## src/rtl/mem_stack_pkg.sv

```systemverilog
// Shared encodings for the memory/stack responder: RAM write-data select,
// flag bit positions and sticky stack-fault bit indices.
package mem_stack_pkg;

  typedef enum logic [1:0] {
    RAMIN_MBR   = 2'b00,
    RAMIN_FLAGS = 2'b01,
    RAMIN_PCH   = 2'b10,
    RAMIN_PCL   = 2'b11
  } ram_in_e;

  localparam int unsigned FLAG_ZERO  = 3;
  localparam int unsigned FLAG_SIGN  = 2;
  localparam int unsigned FLAG_OVF   = 1;
  localparam int unsigned FLAG_CARRY = 0;

  localparam int unsigned FAULT_OVF = 1;
  localparam int unsigned FAULT_UDF = 0;

  // RAM write-data mux; CALL frames push FLAGS, PCH, PCL in that order.
  function automatic logic [7:0] ram_wdata_sel(input logic [1:0] sel,
                                               input logic [7:0] mbr,
                                               input logic [3:0] flags,
                                               input logic [15:0] pc);
    logic [7:0] d;
    d = mbr;
    case (sel)
      RAMIN_MBR:   d = mbr;
      RAMIN_FLAGS: d = {4'b0000, flags};
      RAMIN_PCH:   d = pc[15:8];
      RAMIN_PCL:   d = pc[7:0];
      default:     d = mbr;
    endcase
    return d;
  endfunction

endpackage

```

## src/rtl/mem_stack_unit_sp_counter.sv

```systemverilog
// Hardware stack pointer: bounded inc/dec, full/empty decode and sticky
// overflow/underflow flags. SP saturates at the bounds instead of wrapping.
module sp_counter
  import mem_stack_pkg::*;
#(
  parameter int unsigned ADDR_W      = 8,
  parameter int unsigned STACK_BASE  = 'hC0,
  parameter int unsigned STACK_DEPTH = 32
) (
  input  logic              clk,
  input  logic              rst,
  input  logic              en,
  input  logic              inc,
  input  logic              dec,
  input  logic              wr,
  output logic [ADDR_W-1:0] sp,
  output logic              full,
  output logic              empty,
  output logic [1:0]        fault,
  output logic              push_ok
);

  localparam logic [ADDR_W-1:0] SP_BASE = ADDR_W'(STACK_BASE);
  localparam logic [ADDR_W-1:0] SP_TOP  = ADDR_W'(STACK_BASE + STACK_DEPTH);

  logic [ADDR_W-1:0] sp_d;
  logic [1:0]        fault_set;

  assign empty   = (sp == SP_BASE);
  assign full    = (sp == SP_TOP);
  assign push_ok = en & inc & wr & ~dec & ~full;

  // Simultaneous inc+dec is a CU protocol error: flag both faults, hold SP.
  always_comb begin
    sp_d      = sp;
    fault_set = 2'b00;
    if (en && inc && dec) begin
      fault_set = 2'b11;
    end else if (en && dec) begin
      if (empty) fault_set[FAULT_UDF] = 1'b1;
      else       sp_d = sp - ADDR_W'(1);
    end else if (en && inc && wr) begin
      if (full) fault_set[FAULT_OVF] = 1'b1;
      else      sp_d = sp + ADDR_W'(1);
    end
  end

  always_ff @(posedge clk or posedge rst) begin
    if (rst) begin
      sp    <= SP_BASE;
      fault <= 2'b00;
    end else begin
      sp    <= sp_d;
      fault <= fault | fault_set;
    end
  end

endmodule

```

## src/rtl/mem_stack_unit.sv

```systemverilog
// Memory-side responder for the control unit: MAR, MBR, unified RAM and the
// hardware stack, driven directly by the CU strobes each cycle.
module mem_stack_unit
  import mem_stack_pkg::*;
#(
  parameter int unsigned ADDR_W      = 8,
  parameter int unsigned STACK_BASE  = 'hC0,
  parameter int unsigned STACK_DEPTH = 32
) (
  input  logic              CU_clk,
  input  logic              CU_rst,
  input  logic              MAR_we,
  input  logic              MAR_mux,
  input  logic              MBR_we,
  input  logic              MBR_mux,
  input  logic              RAM_we,
  input  logic [1:0]        RAM_in,
  input  logic              SP_en,
  input  logic              SP_inc,
  input  logic              SP_dec,
  input  logic [15:0]       PC,
  input  logic [15:0]       FG,
  input  logic [7:0]        Reg_data,
  input  logic [3:0]        Flags,
  input  logic              LD_we,
  input  logic [ADDR_W-1:0] LD_addr,
  input  logic [7:0]        LD_data,
  output logic [7:0]        MBR_out,
  output logic [ADDR_W-1:0] SP_out,
  output logic              Stack_empty,
  output logic              Stack_full,
  output logic [1:0]        Stack_fault
);

  localparam int unsigned RAM_DEPTH = 2 ** ADDR_W;

  logic [7:0]        ram [RAM_DEPTH];
  logic [ADDR_W-1:0] mar_q;
  logic [7:0]        mbr_q;
  logic [ADDR_W-1:0] sp;
  logic [ADDR_W-1:0] ram_addr;
  logic [7:0]        ram_rdata;
  logic [7:0]        ram_wdata;
  logic              push_ok;
  logic              cu_wr;
  logic              unused_fg_hi;

  assign unused_fg_hi = ^FG[15:ADDR_W];

  sp_counter #(
    .ADDR_W      (ADDR_W),
    .STACK_BASE  (STACK_BASE),
    .STACK_DEPTH (STACK_DEPTH)
  ) u_sp (
    .clk     (CU_clk),
    .rst     (CU_rst),
    .en      (SP_en),
    .inc     (SP_inc),
    .dec     (SP_dec),
    .wr      (RAM_we),
    .sp      (sp),
    .full    (Stack_full),
    .empty   (Stack_empty),
    .fault   (Stack_fault),
    .push_ok (push_ok)
  );

  assign ram_addr  = SP_en ? sp : mar_q;
  assign ram_rdata = ram[ram_addr];
  assign ram_wdata = ram_wdata_sel(RAM_in, mbr_q, Flags, PC);

  // Stack-addressed writes with SP_inc only land when the push is legal.
  assign cu_wr = RAM_we & ~(SP_en & SP_inc & ~push_ok);

  // Loader owns the write port whenever it is active.
  always_ff @(posedge CU_clk) begin
    if (LD_we)      ram[LD_addr]  <= LD_data;
    else if (cu_wr) ram[ram_addr] <= ram_wdata;
  end

  always_ff @(posedge CU_clk or posedge CU_rst) begin
    if (CU_rst) begin
      mar_q <= '0;
      mbr_q <= '0;
    end else begin
      if (MAR_we) mar_q <= MAR_mux ? FG[ADDR_W-1:0] : PC[ADDR_W-1:0];
      if (MBR_we) mbr_q <= MBR_mux ? Reg_data : ram_rdata;
    end
  end

  assign MBR_out = mbr_q;
  assign SP_out  = sp;

endmodule

```

## config.mk

```make
export PLATFORM = sky130hd
export DESIGN_NAME = mem_stack_unit
export DESIGN_NICKNAME = d
export VERILOG_FILES = /design/src/rtl/mem_stack_pkg.sv /design/src/rtl/mem_stack_unit_sp_counter.sv /design/src/rtl/mem_stack_unit.sv
export SDC_FILE = /design/constraint.sdc
export NUM_CORES = 2
export LEC_CHECK = 0
export ABC_CLOCK_PERIOD_IN_PS = 16100
export BUFFER_PORTS_ARGS = -buffer_cell sky130_fd_sc_hd__buf_2
export CAP_MARGIN = 20
export CORE_MARGIN = 1
export CORE_UTILIZATION = 60
export DETAILED_ROUTE_END_ITERATION = 12
export PLACE_DENSITY = 0.78
export SYNTH_ARGS = -nofsm -noshare
export SYNTH_HDL_FRONTEND = slang
export SYNTH_SLANG_ARGS = --single-unit
```

## constraint.sdc

```tcl
create_clock -name CU_clk -period 16.1 [get_ports CU_clk]
set_input_delay 1.61 -clock CU_clk [delete_from_list [all_inputs] [get_ports CU_clk]]
set_output_delay 1.61 -clock CU_clk [all_outputs]
set_load 0.02 [all_outputs]
```

==> impl_results.md <==
- Crit-path max FO: 112
- Post-Syn Area: slightly above 80000 um2
- Seq/Total Area, Yosys: 74.9%
- EDFF count, synth: 2048
- Hold Vio Cnt, Final: 0
- Synth Net Count: roughly 5400
- Pre-Repair DR Iteration Count: 12
- CP Class: input port to flip-flop
- Drt drc: 2
- Count leader, synth: edfxtp_1
- First-pass GRT wire length: 322 mm
- Worst hold slack: around 0.49 ns
- Setup TNS Final: 0 ns
- Cells on worst reg2reg path: 11
- RSZ-0062 raised after global routing: false
- Core Util, Final: 66.4%
- Yosys top cell by area: edfxtp_1
- Wire per inst: 30.6 um
- DP Wirelength: 128 mm
- FF+latch count, synth: ~2100
- Total grt overflow: 0
- Critical Path End Type: flip-flop
- Clock sinks: 2074
- Async set or reset register ratio after synthesis: under 10%
- FF-to-FF End: MBR_out[0]$_DFFE_PP0P_
- Die ar.: 140000 um2
- Port Buf Inserts: 84
- GR peak layer: met2
- Post-CTS Setup Repair Bufs: 0
- IO Count: 93
- # setup viols final: 0
- CTS max path bufs: 3
- WP data required: roughly 17 ns
- Routability Congestion: 0.900
- Final min period: approximately 7.3 ns
- Filler cells: 8808
- Slew HR: between 10% and 20%
- Yosys top cell area share: approximately three quarters
- Synth Warn #: 0
- Distinct cell type count after synthesis: 72
- Post-CTS sizing: 0
- Final WL: 224 mm
- Cell leakage power: 0.0304 uW
- Synth Flop Type: edfxtp_1
- CTS hold repair buffers: 0
- CTS Root Cell: clkbuf_16
- Mapped Avg Cell Area: 15.6 um2
- CTS tree: built
- Area growth syn-to-layout: 9.92%
- Cells after Synth: 5317
- Worst Path Arrival: around 8 ns
- Initial core utilization: 60.4%
- Rows: 136
- Worst VDD drop: 0.129 mV
- Worst r2r src: u_sp.sp[0]$_DFFE_PP0P_
- Fraction of layout cells with a size suffix above 1: 10.9%
- Via count: 50100
- Max-cap violations: 0
- Cells along the critical path: buf_2 > mux2_8 > buf_4 > buf_12 > buf_4 > mux4_2 > a2111oi_0 > a211oi_1 > nor4_1 > o21ai_0 > nor4_1 > nor2_1
- CTS Buf Count: 195
- Final Skew: 0.0258 ns
- Worst-Skew Late Latency: 0.83 ns
- Worst path max stage delay: 0.85 ns
- Max Clk Rate: approximately 0.14 GHz
- Power Density: approximately 150 nW/um2
- Final slew viol count: 0
- Global-route usage over all layers: 31.7%
- Vias in the first global route: 47800
- Min-delay worst type: flip-flop to flip-flop
- Status: finished, violations left
- Final worst path period share: 45.4%
- Largest net degree at the start of global routing: 184
- DIE HEIGHT: between 300 and 400 um
- Global Route met2 Usage: 47.7%
- Layout net count: 5431
- Crit path to: MBR_out[0]$_DFFE_PP0P_
- Initial antenna violation count: 16
- Crit-path slowest cell: buf_4
- H-tree Lvls: 4
- Met3 usage: a little under a tenth
- Core area: 137000 um2
- Die Span X: 374 um
- Synth area leaders: edfxtp_1, mux2i_1, nand2_1, mux4_2, nand3_1
- Setup crit start: SP_en
- Clock transition at the registers of the reported paths: 0.06 ns
- DR vias/cell: 6.84
- Final ANT Viol Nets: 0
- Initial DRC Count: about 7900
- Synth top cells by count: edfxtp_1, nand2_1, mux2i_1, nor2_1, nand3_1
- Failing checks: DRC
- Reg-to-reg slack, setup: 9.84 ns
- Worst slew pin tran: 1.23 ns
- CP startpoint kind: input port
- Met1 usage: 41.8%
placed cells by master, fill, tap and decap left out, types with 88 or more instances in the layout:
master / synthesis / layout
edfxtp_1: 2048 / 2048
nand2_1: 736 / 736
mux2i_1: 521 / 518
nor2_1: 314 / 307
nand3_1: 268 / 267
a21oi_1: 201 / 201
clkbuf_16: 0 / 200
o22ai_1: 128 / 128
o21ai_0: 130 / 125
mux4_2: 109 / 109
o221ai_1: 109 / 109
buf_4: 38 / 90
a31oi_1: 90 / 88
registers in the layout, summed over array words and instances (netlist names):
signal,flops
mar_q,8
ram,2048
u_sp.sp,8
u_sp.fault,2
MBR_out,8
metal layers:
metal | share of wire, % | vias up
li1 | - | 20700
met1 | 35 | 24800
met2 | 46 | 3829
met3 | 14 | 742
met4 | 5.5 | 18
met5 | 0.050 | -
cell type report:
cell class                 count  area, um2  area share [%]
antenna                        9       22.5          0.0247
clock buffer                 257       5260            5.76
multi-input combinational   2883      19400            21.2
clock inverter                99        861           0.943
tap                         1794       2240            2.46
sequential                  2074      62200            68.1
timing repair buffer         183       1280            1.41
inverter                      14       52.6          0.0576
how the worst min path moves through the flow:
stage / from / endpoint / slack, ns / cells past startpoint
after floorplan: mar_q[6]$_DFFE_PP0P_ / mar_q[6]$_DFFE_PP0P_ / 0.51 / 2
after global placement: u_sp.fault[1]$_DFF_PP0_ / u_sp.fault[1]$_DFF_PP0_ / 0.46 / 1
after detailed placement: u_sp.fault[0]$_DFF_PP0_ / u_sp.fault[0]$_DFF_PP0_ / 0.47 / 1
after CTS: u_sp.fault[1]$_DFF_PP0_ / u_sp.fault[1]$_DFF_PP0_ / 0.48 / 1
after global routing: u_sp.fault[0]$_DFF_PP0_ / u_sp.fault[0]$_DFF_PP0_ / 0.49 / 1
final: u_sp.fault[0]$_DFF_PP0_ / u_sp.fault[0]$_DFF_PP0_ / 0.49 / 1
through the flow:
step,setup slack (ns),cells,total power [uW],area (um2)
2_1_floorplan,1.14,5317,8230,83000
3_3_place_gp,8.24,6946,9200,85100
3_5_place_dp,7.99,6946,9260,85100
4_1_cts,8.86,7302,13600,91200
5_1_grt,8.46,7304,14000,91200
6_report,8.79,7313,13700,91200
logic make-up (layout without fill, tap and decap cells):
logic type / Yosys count / in the layout / share of synthesized area [%]
compound gates: 773 / 773 / 6.00
xor+xnor: 8 / 8 / 0.0844
fa+ha+maj: 7 / 7 / 0.115
buf+inv: 360 / 553 / 2.19
flops: 2074 / 2074 / 74.9
mux: 641 / 641 / 9.39
other cells: 0 / 9 / 0
simple gates: 1454 / 1454 / 7.35
critical path, delay by kind of cell:
| family | cells | cell delay, ns |
|---|---|---|
| buf+inv | 4 | 2.96 |
| simple gates | 3 | 0.85 |
| compound gates | 3 | 0.88 |
| mux | 2 | 1.38 |
where the power goes:
group	internal (uW)	switching, uW	total (uW)	leakage (uW)
Sequential	6050	62.4	6110	0.0187
Combinational	944	2210	3150	0.00868
Clock	2500	1960	4460	0.00298
Total	9490	4230	13700	0.0304
Note: power is estimated with default switching activity, not from simulation.
